## src/rtl/alu_arbiter.sv

```systemverilog
// alu_arbiter
// Shares one multi-cycle ALU between two requesters (port 0: pipeline
// execute slot, port 1: auxiliary unit). One operation is in flight at a
// time; the ALU drive is held in registers for the whole ALU latency and
// the captured result is returned tagged with the issuing port.
module alu_arbiter #(
    parameter int DATA_W  = 32,
    parameter int ALU_LAT = 1
) (
    input  logic              clk,
    input  logic              rst,

    input  logic              req0_valid,
    output logic              req0_ready,
    input  logic [DATA_W-1:0] req0_a,
    input  logic [DATA_W-1:0] req0_b,
    input  logic [DATA_W-1:0] req0_imm,
    input  logic [5:0]        req0_funct,
    input  logic [2:0]        req0_alu_op,
    input  logic              req0_alu_src,

    input  logic              req1_valid,
    output logic              req1_ready,
    input  logic [DATA_W-1:0] req1_a,
    input  logic [DATA_W-1:0] req1_b,
    input  logic [DATA_W-1:0] req1_imm,
    input  logic [5:0]        req1_funct,
    input  logic [2:0]        req1_alu_op,
    input  logic              req1_alu_src,

    output logic [DATA_W-1:0] alu_read_data_1,
    output logic [DATA_W-1:0] alu_read_data_2,
    output logic [DATA_W-1:0] immediate,
    output logic [5:0]        funct,
    output logic [2:0]        alu_op,
    output logic              alu_src,
    input  logic [DATA_W-1:0] alu_result,
    input  logic              ZERO,

    output logic              rsp_valid,
    input  logic              rsp_ready,
    output logic              rsp_id,
    output logic [DATA_W-1:0] rsp_result,
    output logic              rsp_zero
);

    // Latency counter only needs to hold ALU_LAT-1; keep at least one bit.
    localparam int CNT_W = (ALU_LAT > 1) ? $clog2(ALU_LAT) : 1;
    localparam logic [CNT_W-1:0] LAT_LOAD = CNT_W'(ALU_LAT - 1);

    typedef enum logic [1:0] {
        IDLE,
        EXEC,
        RESP
    } state_t;

    state_t            state_q;
    logic              last_grant_q;
    logic [CNT_W-1:0]  lat_cnt_q;
    logic              rsp_id_q;
    logic [DATA_W-1:0] rsp_result_q;
    logic              rsp_zero_q;
    logic [DATA_W-1:0] a_q;
    logic [DATA_W-1:0] b_q;
    logic [DATA_W-1:0] imm_q;
    logic [5:0]        funct_q;
    logic [2:0]        alu_op_q;
    logic              alu_src_q;

    logic              grant;
    logic              accept;
    logic [DATA_W-1:0] sel_a;
    logic [DATA_W-1:0] sel_b;
    logic [DATA_W-1:0] sel_imm;
    logic [5:0]        sel_funct;
    logic [2:0]        sel_alu_op;
    logic              sel_alu_src;

    // Round-robin pick: a lone requester wins outright, a tie goes to the
    // port that was not served last time.
    always_comb begin
        grant = ~last_grant_q;
        if (req0_valid && !req1_valid) begin
            grant = 1'b0;
        end else if (req1_valid && !req0_valid) begin
            grant = 1'b1;
        end
    end

    // Operation fields of the granted port, loaded into the ALU drive on accept.
    always_comb begin
        sel_a       = grant ? req1_a       : req0_a;
        sel_b       = grant ? req1_b       : req0_b;
        sel_imm     = grant ? req1_imm     : req0_imm;
        sel_funct   = grant ? req1_funct   : req0_funct;
        sel_alu_op  = grant ? req1_alu_op  : req0_alu_op;
        sel_alu_src = grant ? req1_alu_src : req0_alu_src;
    end

    // Readies are forced low while reset is asserted so no request is taken
    // in the reset cycle.
    assign req0_ready = (state_q == IDLE) && !rst && !grant;
    assign req1_ready = (state_q == IDLE) && !rst &&  grant;
    assign accept     = grant ? (req1_valid && req1_ready) : (req0_valid && req0_ready);

    // Arbiter FSM: issue in IDLE, count out the ALU latency in EXEC, hold
    // the tagged response in RESP until the consumer takes it.
    always_ff @(posedge clk) begin
        if (rst) begin
            state_q      <= IDLE;
            last_grant_q <= 1'b1;
            lat_cnt_q    <= '0;
            rsp_id_q     <= 1'b0;
            rsp_result_q <= '0;
            rsp_zero_q   <= 1'b0;
            a_q          <= '0;
            b_q          <= '0;
            imm_q        <= '0;
            funct_q      <= '0;
            alu_op_q     <= '0;
            alu_src_q    <= 1'b0;
        end else begin
            case (state_q)
                IDLE: begin
                    if (accept) begin
                        a_q          <= sel_a;
                        b_q          <= sel_b;
                        imm_q        <= sel_imm;
                        funct_q      <= sel_funct;
                        alu_op_q     <= sel_alu_op;
                        alu_src_q    <= sel_alu_src;
                        rsp_id_q     <= grant;
                        last_grant_q <= grant;
                        lat_cnt_q    <= LAT_LOAD;
                        state_q      <= EXEC;
                    end
                end
                EXEC: begin
                    if (lat_cnt_q == '0) begin
                        rsp_result_q <= alu_result;
                        rsp_zero_q   <= ZERO;
                        state_q      <= RESP;
                    end else begin
                        lat_cnt_q <= lat_cnt_q - 1'b1;
                    end
                end
                RESP: begin
                    if (rsp_ready) begin
                        state_q <= IDLE;
                    end
                end
                default: begin
                    state_q <= IDLE;
                end
            endcase
        end
    end

    assign alu_read_data_1 = a_q;
    assign alu_read_data_2 = b_q;
    assign immediate       = imm_q;
    assign funct           = funct_q;
    assign alu_op          = alu_op_q;
    assign alu_src         = alu_src_q;

    assign rsp_valid  = (state_q == RESP);
    assign rsp_id     = rsp_id_q;
    assign rsp_result = rsp_result_q;
    assign rsp_zero   = rsp_zero_q;

endmodule

```

## config.mk

```make
export PLATFORM = sky130hd
export DESIGN_NAME = alu_arbiter
export DESIGN_NICKNAME = d
export VERILOG_FILES = /design/src/rtl/alu_arbiter.sv
export SDC_FILE = /design/constraint.sdc
export NUM_CORES = 1
export LEC_CHECK = 0
export ABC_CLOCK_PERIOD_IN_PS = 1800
export CAP_MARGIN = 10
export CORE_AREA = 2 2 153 155
export CTS_BUF_LIST = sky130_fd_sc_hd__clkbuf_4
export DETAILED_ROUTE_END_ITERATION = 8
export DIE_AREA = 0 0 155 157
export MAX_ROUTING_LAYER = met4
export PLACE_DENSITY = 0.71
export SLEW_MARGIN = 20
export SYNTH_ARGS = -nofsm -noshare
export SYNTH_HDL_FRONTEND = slang
export SYNTH_SLANG_ARGS = --single-unit
```

## constraint.sdc

```tcl
create_clock -name clk -period 1.8 [get_ports clk]
set_clock_uncertainty 0.15 [all_clocks]
set_input_delay 0.18 -clock clk [delete_from_list [all_inputs] [get_ports clk]]
set_output_delay 0.18 -clock clk [all_outputs]
set_load 0.05 [all_outputs]
```

* Word-level counts from Yosys, hierarchy flattened
Index checks and enable logic that the tools add are counted.
** Cells by class
- Reduce and logical (&&, ||, !) cells :: 17
- Multiplexer cells :: 16
- Equal/unequal tests :: 5
- Add/subtract/negate cells :: 1
- Bitwise operators :: 2
** Operators by type and width (number)
- two-way mux 32 bit :: 3
- logical AND 1 bit :: 7
- two-way mux 1 bit :: 6
- two-way mux 2 bit :: 3
- two-way mux 6 bit :: 1
- case mux 2 bit (3 select lines) :: 1
- AND reduction 2 bit :: 3
- logical NOT 1 bit :: 4
- inequality test 2 bit (second input constant) :: 2
- two-way mux 3 bit :: 1
- AND reduction 3 bit :: 1
- equality test 2 x 1 -> 1 bit (second input constant) :: 1
- equality test 2 bit (second input constant) :: 1
- logical NOT 2 bit :: 1
- inequality test 2 x 1 -> 1 bit (second input constant) :: 1
- NOT 1 bit :: 2
- case mux 1 bit (2 select lines) :: 1
- nonzero test 2 bit :: 1
- subtractor 1 bit (second input constant) :: 1
** Storage, ports and cells
- Register bits :: 144
- Output and inout port bits :: 143
- Input bits :: 250

* Depth between registers and ports, before layout
Gate-level depths: netlist of the first run.
- Word-level depth :: 10
- Depth in mapped cells :: 6
- Depth with buffers taken out :: 3

* Least setup slack after synthesis of the first run
OpenSTA, ideal clock, no wires.
- Path type :: register to output
- From :: register state_q[1]
- To :: output req1_ready
- Cell stages (with the launch flop) :: 5
- Data arrival time :: 1.688 ns
- Setup slack :: -0.218 ns
- Path buffers :: 2
- Required time :: 1.470 ns
- Cells stage by stage :: dfxtp_1 -> or3_1 -> buf_2 -> buf_2 -> nor2_1
** Between the ends
- Longest elaborated chain between the ends :: 3
** RTL lines
- start: declaration :: RTL line 57 : state_t state_q;
- start signal: assignment :: RTL line 110 : state_q <= IDLE;
- start signal: assignment :: RTL line 135 : state_q <= EXEC;
- start signal: assignment :: RTL line 142 : state_q <= RESP;
- logical NOT 2 bit :: RTL line 103 : assign req1_ready = (state_q == IDLE) && !rst && grant;
- logical AND 1 bit (2 in a row) :: RTL line 103
- end: declaration :: RTL line 23 : output logic req1_ready,
Every way passes these cells.

* Worst setup path in the final report of the first run
- From :: register state_q[0]
- To :: output req1_ready
The elaborated chain is that of the path after synthesis.

==> metrics.md, run 1 <==
| Metric | Value |
|---|---|
| CTS tree | `yes` |
| Final hold vios | `0` |
| Slowest stage delay, CP | `0.40 ns` |
| Core Area | `22500 µm²` |
| Initial antenna violation count | `2` |
| Multiplexer share of the synthesized area | `0%` |
| Leak pwr | `4.559 nW` |
| CP Capture Type | `output pin` |
| Syn nets | `1065` |
| Pint | `5.949 mW` |
| DR iter-0 viols | `625` |
| Area grow syn2layout | `79.56%` |
| Hold slack | `0.06170 ns` |
| Largest area contributor in the netlist | `dfxtp_1` |
| Post-synth EDFFs | `0` |
| Syn Inst Count | `815` |
| Fraction of registers with async set/reset | `0%` |
| Total number of vias | `8891` |
| First-pass GRT wire length | `47150 µm` |
| Clock buffers created by TritonCTS | `17` |
| Top-area cell type share of the netlist area | `40.42%` |
| Yosys reg bits | `143` |
| Max FO, Critical Path | `4` |
| YS warnings | `0` |
| Crit path to | `req1_ready` |
| Worst-margin pin slew | `0.5923 ns` |
| Final Max Slew Viols | `0` |
| P_sw | `4.061 mW` |
| CP most frequent cell | `buf_12` |
| Routability cong. | `0.8421` |
| DRC viols | `0` |
| Finished Cell Area | `12720 µm²` |
| Critical path, cell by cell | `or3_4 -> buf_12 -> nor2_4 -> buf_12` |
| Clk sinks | `143` |
| Synth area leaders | `dfxtp_1 40%, o211ai_1 21%, o2111ai_1 13%` |
| Worst reg2reg path startpoint | `state_q[0]` |
| Post-synthesis adder-cell area fraction | `0.1590%` |
| Worst Setup SP | `state_q[0]` |
| Routed len/inst | `21.05 µm` |
| MaxCap Viol Count | `0` |
| Failing checks | `negative setup slack` |
| Period utilisation layout | `114.3%` |
| Main combinational cell family by area after synthesis | `compound AO/OA/AOI/OAI gates` |
| IO Pins | `393` |
| CP Launch Type | `flop` |
| Share of cells above drive strength 1 | `22.07%` |
| Worst R2R Path Depth | `6` |
| PortBufs | `392` |
| Kind of critical path | `flop to output pin` |
| Detail Route Antenna Nets | `0` |
| Crit path DAT | `1.73 ns` |
| Post-Place Cells | `1424` |
| R2R setup slack | `-0.10 ns` |
| H-tree Lvls | `4` |
| Final design utilization | `56.51%` |
| Peak Freq | `0.4861 GHz` |
| Die width | `155 µm` |
| Area after DPL | `11340 µm²` |
| CTS root buffer | `clkbuf_4` |
| Dpl ws | `-0.2565 ns` |
| Comb pwr share | `41.6%` |
| Drt pass-1 iters | `5` |
| Simple-gate share of the synthesized area | `12.33%` |
| Reg2reg end | `alu_read_data_1[9]` |
| Synth cell types | `25` |
| Dpl hpwl | `20560 µm` |
| Chip Height | `157 µm` |
| Worst-Skew Late Latency | `0.54 ns` |
| Syn_area_per_cell | `8.689 µm²` |
| Worst setup margin | `-0.2572 ns` |
| Tmin final | `2.057 ns` |
| CTS max path bufs | `2` |
| Setup TNS | `-1.530 ns` |
| Worst-path clk slew | `0.14 ns` |
| Critical-path top delay cell | `or3_4` |
| GR Overflow Total | `0` |
| RSZ-0062 raised after global routing | `yes` |
| Most frequent cells in the layout | `248 x clkdlybuf4s50_1, 201 x o211ai_1, 157 x buf_4` |
| Synth Area in XOR/XNOR | `0%` |
| Filler cells | `1998` |
| Initial Util | `31.47%` |
| Largest net degree at the start of global routing | `110` |
| Most common cell after layout, fill and taps aside | `clkdlybuf4s50_1` |
| Status | `finished with violations` |
| GRT Resource Usage Total | `25.18%` |
| Seq/Total Area, Yosys | `40.42%` |
| Final Power | `10.01 mW` |
| Number of global-route vias before repair | `8683` |
| Register share of total power | `37.2%` |
| Mapped Area | `7082 µm²` |
| DR vias/cell | `5.732` |
| Core Rows | `55` |
| Clock power share | `21.2%` |
| Die Area | `24340 µm²` |
| Most used DFF post-synth | `dfxtp_1` |
| Synth Area in Compound Gates | `39.01%` |
| # setup viols final | `26` |
| Peak supply drop | `0.3649 mV` |
| Final std cells w/o fill | `1551` |
| Fin nets | `1501` |
| Hold Path Class | `primary input to flop` |
| Pwr Density | `787.2 nW/µm²` |
| Post-Route WL | `32640 µm` |
| Relative slew slack | `60.51%` |
| Critical Path RT | `1.47 ns` |
| Sw Ratio | `40.57%` |
-- flip-flops by register name, indices dropped and copies added, names as in the netlist, 2 cells and up --
| signal | flops |
|---|---|
| state_q | 2 |
| funct | 6 |
| alu_read_data_2 | 32 |
| alu_read_data_1 | 32 |
| immediate | 32 |
| rsp_result | 32 |
| alu_op | 3 |
-- cell usage after synthesis (2+ instances only) --
cell	n
dfxtp_1	143
o211ai_2	11
buf_2	31
nand2b_1	2
nand2_1	68
nand3_1	106
buf_1	3
clkbuf_1	86
nor2_1	3
o2111ai_1	106
inv_2	2
o211ai_1	201
buf_6	4
nor2b_1	2
buf_4	4
a21oi_1	34
-- worst min-delay path by stage --
stage	start	endpoint	slack, ns	cells after the start
finish	req1_alu_src	alu_src	0.06	3
global route	req1_b[26]	alu_read_data_2[26]	0.006	3
CTS	req1_b[16]	alu_read_data_2[16]	0.00006	3
detailed placement	rsp_result[8]	rsp_result[8]	0.30	2
global placement	rsp_result[5]	rsp_result[5]	0.29	2
floorplan	alu_result[0]	rsp_result[0]	0.17	2
-- critical path, delay by kind of cell (launching register included) --
family	cells	cell delay, ns
and+or+nand+nor	2	0.51
DFF	1	0.38
buffers and inverters	2	0.29
-- cells by family after synthesis --
kind of cell,Yosys count
AOI/OAI and AO/OA,354
adders and majority gates,1
buffers and inverters,130
and+or+nand+nor,187
DFF,143
-- repair_timing --
action	in CTS	in global routing
pin swaps	6	75
endpoints found under the hold margin	72	0
buffers inserted	7	3
endpoints found under the setup margin	27	99
resized for setup	65	29
hold buffers	72	0
cloned	1	10
-- routing by layer --
metal	up-vias	share of wire [%]	global-route usage, %	wire, µm
met3	81	6.8	4.901	2223
met4	0	4.0	10.80	1302
li1	4139	-	-	-
met2	449	47	40.40	15390
met5	-	0	-	0
met1	4222	42	31.00	13730
-- power by group through the flow --
stage / Combinational, mW / Sequential [mW] / Clock, mW
after floorplan: 1.00 / 4.91 / 0
final: 4.17 / 3.72 / 2.12
after global placement: 3.80 / 3.78 / 0
after CTS: 3.99 / 3.72 / 2.23
after global routing: 4.36 / 3.76 / 2.34
after detailed placement: 3.81 / 3.79 / 0
-- cell type report --
cell class / count / area (µm²) / share of cell area (%)
Antenna cell: 2 / 5.005 / 0.03936
Timing Repair Buffer: 545 / 5514 / 43.36
Clock inverter: 15 / 146.4 / 1.151
Clock buffer: 17 / 127.6 / 1.004
Inverter: 2 / 10.01 / 0.07872
Multi-Input combinational cell: 542 / 3682 / 28.96
Sequential cell: 143 / 2874 / 22.60
Tap cell: 285 / 356.6 / 2.804
No activity file was read; power rests on OpenSTA's default activity.
==> run 2: changes to the inputs <==
--- a/config.mk
+++ b/config.mk
@@ -7,12 +7,13 @@
 export LEC_CHECK = 0
 export ABC_CLOCK_PERIOD_IN_PS = 1800
 export CAP_MARGIN = 10
-export CORE_AREA = 2 2 153 155
+export CORE_AREA = 2 2 154 156
 export CTS_BUF_LIST = sky130_fd_sc_hd__clkbuf_4
 export DETAILED_ROUTE_END_ITERATION = 8
-export DIE_AREA = 0 0 155 157
+export DIE_AREA = 0 0 156 158
 export MAX_ROUTING_LAYER = met4
 export PLACE_DENSITY = 0.71
+export RECOVER_POWER = 25
 export SLEW_MARGIN = 20
 export SYNTH_ARGS = -nofsm -noshare
 export SYNTH_HDL_FRONTEND = slang
==> run 2 against run 1 <==
  * The run still ends with negative setup slack left
  * Via count down 3.2%
  * Clock power down 7%
  * Clock-buffer cell count unchanged
  * Sequential cell count unchanged
  * First-iteration DRC count up 8.0%
  * Maximum frequency up 0.98%
  * Non-clock buffer count down 65
  * Total power down 3.9%
  * Combinational power down 5.8%
  * Worst setup slack better by 0.020 ns
  * Hold slack worse by 0.0033 ns
  * Largest power group unchanged
  * Highest routed layer unchanged
==> metrics.md, run 2 (synthesis results as in run 1) <==
| Metric | Value |
|---|---|
| Status | `finished with violations` |
| Failing checks | `negative setup slack` |
| Share of cells above drive strength 1 | `21.47% (-0.60 points)` |
| Peak supply drop | `0.3856 mV (+5.7%)` |
| DR iter-0 viols | `675 (+8.0%)` |
| Critical-path top delay cell | `or3_4` |
| Worst-path clk slew | `0.13 ns (about the same)` |
| Routability cong. | `0.8027 (-4.7%)` |
| Pint | `5.710 mW (-4.0%)` |
| Drt pass-1 iters | `6 (+1)` |
| Clk sinks | `143 (unchanged)` |
| CP most frequent cell | `buf_12` |
| Hold slack | `0.05842 ns (-0.003275 ns)` |
| Area grow syn2layout | `67.39%` |
| # setup viols final | `3 (-88%)` |
| Pwr Density | `811.3 nW/µm² (+3.1%)` |
| Worst hold path startpoint | `alu_result[22]` |
| Relative slew slack | `61.32% (+0.81 points)` |
| GR Overflow Total | `0 (unchanged)` |
| Initial antenna violation count | `1 (-1)` |
| Peak Freq | `0.4909 GHz (+0.98%)` |
| Chip Height | `158 µm (+0.64%)` |
| Total number of vias | `8604 (-3.2%)` |
| H-tree Lvls | `4 (unchanged)` |
| Initial Util | `30.72% (-0.75 points)` |
| Die width | `156 µm (+0.65%)` |
| Kind of critical path | `flop to output pin` |
| Detail Route Antenna Nets | `0 (unchanged)` |
| Most frequent cells in the layout | `248 x clkdlybuf4s50_1, 201 x o211ai_1, 154 x buf_4` |
| Setup TNS | `-0.5189 ns (+1.011 ns)` |
| Fin nets | `1436 (-4.3%)` |
| Clock power share | `20.6% (-0.6 points)` |
| Worst R2R Path Depth | `7 (+1)` |
| Dpl ws | `-0.1730 ns (+0.08348 ns)` |
| RSZ-0062 raised after global routing | `yes` |
| P_sw | `3.907 mW (-3.8%)` |
| R2R setup slack | `0 ns (+0.10 ns)` |
| Clock buffers created by TritonCTS | `17 (unchanged)` |
| CTS tree | `yes` |
| Worst-margin pin slew | `0.5802 ns (-0.01214 ns)` |
| DRC viols | `0 (unchanged)` |
| Core Area | `23050 µm² (+2.4%)` |
| Finished Cell Area | `11850 µm² (-6.8%)` |
| Final Max Slew Viols | `0 (unchanged)` |
| Worst-Skew Late Latency | `0.52 ns (-0.02 ns)` |
| Hold Path Class | `primary input to flop` |
| Die Area | `24650 µm² (+1.3%)` |
| Largest net degree at the start of global routing | `110 (unchanged)` |
| PortBufs | `392 (unchanged)` |
| Register share of total power | `38.6% (+1.4 points)` |
| Core Rows | `56 (+1.8%)` |
| Final Power | `9.617 mW (-3.9%)` |
| Period utilisation layout | `113.2% (-1.1 points)` |
| Reg2reg end | `alu_read_data_2[2]` |
| Comb pwr share | `40.9% (-0.7 points)` |
| Worst Hold End | `rsp_result[22]` |
| Final hold vios | `0 (unchanged)` |
| Critical path, cell by cell | `or3_4 -> buf_12 -> nor2_4 -> buf_12` |
| DR vias/cell | `5.782 (+0.87%)` |
| First-pass GRT wire length | `45390 µm (-3.7%)` |
| Worst Setup SP | `state_q[0]` |
| Crit path DAT | `1.71 ns (-0.02 ns)` |
| GRT Resource Usage Total | `24.15% (-1.0 points)` |
| Post-Route WL | `31120 µm (-4.7%)` |
| Slowest stage delay, CP | `0.40 ns (about the same)` |
| Area after DPL | `11170 µm² (-1.5%)` |
| Routed len/inst | `20.92 µm (-0.62%)` |
| Tmin final | `2.037 ns (-0.02002 ns)` |
| Filler cells | `2186 (+9.4%)` |
| CP Launch Type | `flop` |
| Worst setup margin | `-0.2371 ns (+0.02002 ns)` |
| Sw Ratio | `40.62% (+0.054 points)` |
| Dpl hpwl | `19970 µm (-2.9%)` |
| Number of global-route vias before repair | `8176 (-5.8%)` |
| Worst reg2reg path startpoint | `state_q[0]` |
| Worst Path Buf+Inv | `2 (unchanged)` |
| CP Capture Type | `output pin` |
| Max FO, Critical Path | `3 (-1)` |
| CTS max path bufs | `2 (unchanged)` |
| Most common cell after layout, fill and taps aside | `clkdlybuf4s50_1` |
| Hold depth | `3 (unchanged)` |
| Leak pwr | `4.182 nW (-8.3%)` |
| MaxCap Viol Count | `0 (unchanged)` |
| Critical Path RT | `1.47 ns (about the same)` |
| IO Pins | `393 (unchanged)` |
| Crit-path leading delay family | `simple AND/OR/NAND/NOR gates` |
| CTS root buffer | `clkbuf_4` |
[run 2: cell types whose count changed in the layout (fill, tap and decap cells not counted), moves of 2 or more]
cell,before,now
clkdlybuf4s15_1,3,7
buf_4,157,154
clkinv_4,0,2
dlygate4sd3_1,72,25
clkbuf_16,7,3
o2111ai_1,106,104
inv_6,8,3
o2111ai_2,0,2
clkdlybuf4s15_2,11,0
inv_8,2,0
buf_6,2,8
buf_12,30,19
clkinv_2,3,6
[run 2: worst max path at each step]
stage                           to  slack (ns)  depth (start not counted)
2_1_floorplan           req1_ready       0.005                          4
3_3_place_gp            req1_ready       -0.14                          5
3_5_place_dp   alu_read_data_1[10]       -0.17                          7
4_1_cts                 req1_ready       -0.32                          4
5_1_grt                 req0_ready       -0.33                          5
6_report                req1_ready       -0.24                          4
[run 2: stage by stage]
| step | instances | utilization [%] |
|---|---|---|
| floorplan | 815 | - |
| global placement | 1421 | 48.45 |
| detailed placement | 1421 | 48.45 |
| CTS | 1481 | 50.82 |
| global route | 1488 | 51.42 |
| finish | 1488 | 51.42 |
[run 2: layout make-up]
type / count / area (µm²) / area share [%]
antenna: 1 / 2.502 / 0.02111
clock buffer: 17 / 127.6 / 1.077
clock inverter: 13 / 116.4 / 0.9816
inverter: 2 / 10.01 / 0.08444
multi-input combinational: 542 / 3690 / 31.13
sequential: 143 / 2872 / 24.22
tap: 290 / 362.8 / 3.061
timing repair buffer: 480 / 4673 / 39.42
[run 2: worst min-delay path, delay by kind of cell]
family,cells,cell delay (ns)
AO/OA/AOI/OAI,1,0.06
buffers and inverters,1,0.40
AND/OR/NAND/NOR,1,0.07
[run 2: layer usage]
layer | share of wire, % | global-route usage (%)
met5 | 0 | -
met4 | 2.6 | 7.820
met3 | 7.6 | 5.146
met2 | 48 | 39.53
met1 | 42 | 29.84
[run 2: power by group through the flow]
stage	Sequential (mW)	Clock [mW]	Combinational [mW]
4_1_cts	3.71	2.04	3.85
3_3_place_gp	3.77	0	3.75
2_1_floorplan	4.91	0	1.00
3_5_place_dp	3.78	0	3.77
5_1_grt	3.75	2.18	4.12
6_report	3.71	1.98	3.93
[run 2: repair_timing]
action	4_1_cts	5_1_grt
setup endpoints to repair	21	71
pin swaps	5	9
endpoints found under the hold margin	23	2
buffers inserted	6	1
hold buffers	23	2
gates resized for setup	28	40
gates cloned	1	3
==> run 3: changes to the inputs <==
--- a/config.mk
+++ b/config.mk
@@ -5,15 +5,16 @@
 export SDC_FILE = /design/constraint.sdc
 export NUM_CORES = 1
 export LEC_CHECK = 0
-export ABC_CLOCK_PERIOD_IN_PS = 1800
+export ABC_CLOCK_PERIOD_IN_PS = 1900
 export CAP_MARGIN = 10
-export CORE_AREA = 2 2 154 156
+export CORE_AREA = 2 2 153 155
 export CTS_BUF_LIST = sky130_fd_sc_hd__clkbuf_4
 export DETAILED_ROUTE_END_ITERATION = 8
-export DIE_AREA = 0 0 156 158
+export DIE_AREA = 0 0 155 157
 export MAX_ROUTING_LAYER = met4
 export PLACE_DENSITY = 0.71
 export RECOVER_POWER = 25
+export REMOVE_ABC_BUFFERS = 1
 export SLEW_MARGIN = 20
 export SYNTH_ARGS = -nofsm -noshare
 export SYNTH_HDL_FRONTEND = slang
==> constraint.sdc (replaced) <==
create_clock -name clk -period 1.9 [get_ports clk]
set_clock_uncertainty 0.15 [all_clocks]
set_input_delay 0.19 -clock clk [delete_from_list [all_inputs] [get_ports clk]]
set_output_delay 0.19 -clock clk [all_outputs]
set_load 0.05 [all_outputs]
==> run 3 against run 2 <==
  * The flow still finishes with violations (negative setup slack)
  * Register-to-register slack improved by 0.06 ns
  * Sequential share of layout area decreased by 0.44 points
  * Clock-buffer cell count did not move
  * Sequential cell count unchanged
  * Clock power is essentially flat
  * Final cell count shrank 0.13%
  * Hold slack better by 0.0064 ns
  * Critical path type unchanged
  * Critical endpoint unchanged
  * Largest cell class unchanged
==> metrics.md, run 3 (synthesis results as in run 1) <==
| Metric | Value |
|---|---|
| Status | `finished with violations` |
| Failing checks | `negative setup slack` |
| Initial Util | `31.47% (+0.75 points)` |
| PortBufs | `392 (unchanged)` |
| Post-Place Cells | `1415 (-0.42%)` |
| Worst reg2reg path startpoint | `state_q[0]` |
| Kind of critical path | `flop to output pin` |
| Hold slack | `0.06480 ns (+0.006375 ns)` |
| Number of global-route vias before repair | `8238 (+0.76%)` |
| Sw Ratio | `41.09% (+0.46 points)` |
| Fin nets | `1437 (+0.070%)` |
| GR Overflow Total | `0 (unchanged)` |
| RSZ-0062 raised after global routing | `yes` |
| CTS max path bufs | `2 (unchanged)` |
| Peak Freq | `0.5026 GHz` |
| Reg2reg end | `alu_read_data_2[12]` |
| Final Power | `9.141 mW (-4.9%)` |
| Area grow syn2layout | `70.30%` |
| DR iter-0 viols | `577 (-15%)` |
| First-pass GRT wire length | `46130 µm (+1.6%)` |
| GRT Resource Usage Total | `24.52% (+0.37 points)` |
| Crit path to | `req1_ready` |
| Final std cells w/o fill | `1486 (-0.13%)` |
| # setup viols final | `2 (-1)` |
| Share of cells above drive strength 1 | `13.50% (-8.0 points)` |
| Routed len/inst | `21.07 µm (+0.72%)` |
| Pwr Density | `757.9 nW/µm² (-6.6%)` |
| Post-Route WL | `31310 µm (+0.58%)` |
| Most frequent cells in the layout | `248 x clkdlybuf4s50_1, 201 x o211ai_1, 140 x dfxtp_1` |
| Core Area | `22500 µm² (-2.4%)` |
| Drt pass-1 iters | `5 (-1)` |
| Peak supply drop | `0.3800 mV (-1.4%)` |
| Max FO, Critical Path | `8 (+5)` |
| Worst-Skew Late Latency | `0.53 ns (about the same)` |
| Core Rows | `55 (-1.8%)` |
| DR vias/cell | `5.827 (+0.77%)` |
| DRC viols | `0 (unchanged)` |
| Worst hold path startpoint | `ZERO` |
| Routability cong. | `0.7903 (-1.5%)` |
| Area after DPL | `11440 µm² (+2.4%)` |
| Setup TNS | `-0.1464 ns (+0.3726 ns)` |
| Crit path DAT | `1.65 ns (-0.06 ns)` |
| Pint | `5.385 mW (-5.7%)` |
| Clock power share | `21.4% (+0.8 points)` |
| Largest net degree at the start of global routing | `110 (unchanged)` |
| Detail Route Antenna Nets | `0 (unchanged)` |
| Tmin final | `1.990 ns` |
| Period utilisation layout | `104.7%` |
| Comb pwr share | `40.3% (-0.6 points)` |
| CP Launch Type | `flop` |
| Clock buffers created by TritonCTS | `17 (unchanged)` |
| Hold Path Class | `primary input to flop` |
| Most common cell after layout, fill and taps aside | `clkdlybuf4s50_1` |
| Clk sinks | `143 (unchanged)` |
| CTS tree | `yes` |
| Initial antenna violation count | `1 (unchanged)` |
| Finished Cell Area | `12060 µm² (+1.7%)` |
| Final hold vios | `0 (unchanged)` |
| Critical Path RT | `1.56 ns (+0.09 ns)` |
| P_sw | `3.756 mW (-3.9%)` |
| R2R setup slack | `0.06 ns (+0.06 ns)` |
| Worst-path clk slew | `0.14 ns (about the same)` |
| Die width | `155 µm (-0.64%)` |
| Worst-margin pin slew | `0.6634 ns (+0.08322 ns)` |
| Final Max Slew Viols | `0 (unchanged)` |
| Leak pwr | `4.446 nW (+6.3%)` |
| Worst setup margin | `-0.08953 ns (+0.1476 ns)` |
| Hold depth | `3 (unchanged)` |
| Total number of vias | `8659 (+0.64%)` |
| Worst R2R Path Depth | `6 (-1)` |
| CP Capture Type | `output pin` |
| Relative slew slack | `55.77% (-5.5 points)` |
| Dpl hpwl | `20130 µm (+0.78%)` |
| Register share of total power | `38.3% (-0.3 points)` |
| CTS root buffer | `clkbuf_4` |
| Chip Height | `157 µm (-0.63%)` |
| Worst Setup SP | `state_q[0]` |
| H-tree Lvls | `4 (unchanged)` |
| Die Area | `24340 µm² (-1.3%)` |
| MaxCap Viol Count | `0 (unchanged)` |
| IO Pins | `393 (unchanged)` |
## run 3: layout make-up
cell class,count,area [µm²]
fillers,2118,10440
clock inverters,15,136.4
diodes,1,2.502
repair buffers,481,4881
multi-input cells,542,3677
well taps,285,356.6
inverters,2,10.01
clock buffers,17,127.6
flip-flops and latches,143,2869
## run 3: worst max-delay path, cell delays in order (launching register included)
cell and delay, ns:
dfxtp_2 0.35, or3_4 0.46, nor2_4 0.16, buf_12 0.15
## run 3: worst min path at each step
stage | slack, ns | to
after global placement | 0.29 | rsp_result[10]
after global routing | 0.0006 | rsp_result[3]
after floorplan | 0.11 | rsp_result[0]
after CTS | 0.0004 | rsp_result[11]
after detailed placement | 0.30 | rsp_result[5]
final | 0.06 | rsp_zero
## run 3: stage by stage
step           util (%)  setup WS [ns]
2_1_floorplan         -         -3.088
3_3_place_gp      50.83        -0.1153
3_5_place_dp      50.83        -0.1003
4_1_cts           52.47        -0.2521
5_1_grt           53.59        -0.2096
6_report          53.59       -0.08953
## run 3: metal layers
layer,global-route usage (%),share of wire (%),vias to the layer above
met5,-,0,-
met3,5.204,7.7,54
met2,39.39,48,439
li1,-,-,4002
met4,7.628,2.5,0
met1,31.02,42,4164
## run 3: what timing repair did
action	CTS	global route
setup buffers	5	7
pin swaps	2	7
gates resized for setup	114	18
endpoints found under the hold margin	18	2
endpoints found under the setup margin	110	88
gates cloned	0	7
hold buffers	18	2
## run 3: power by group through the flow
stage	Combinational [mW]	Sequential [mW]	Clock [mW]
6_report	3.69	3.50	1.96
5_1_grt	3.88	3.53	2.13
4_1_cts	3.56	3.49	2.01
3_5_place_dp	3.65	3.57	0
3_3_place_gp	3.64	3.56	0
2_1_floorplan	0.768	4.69	0
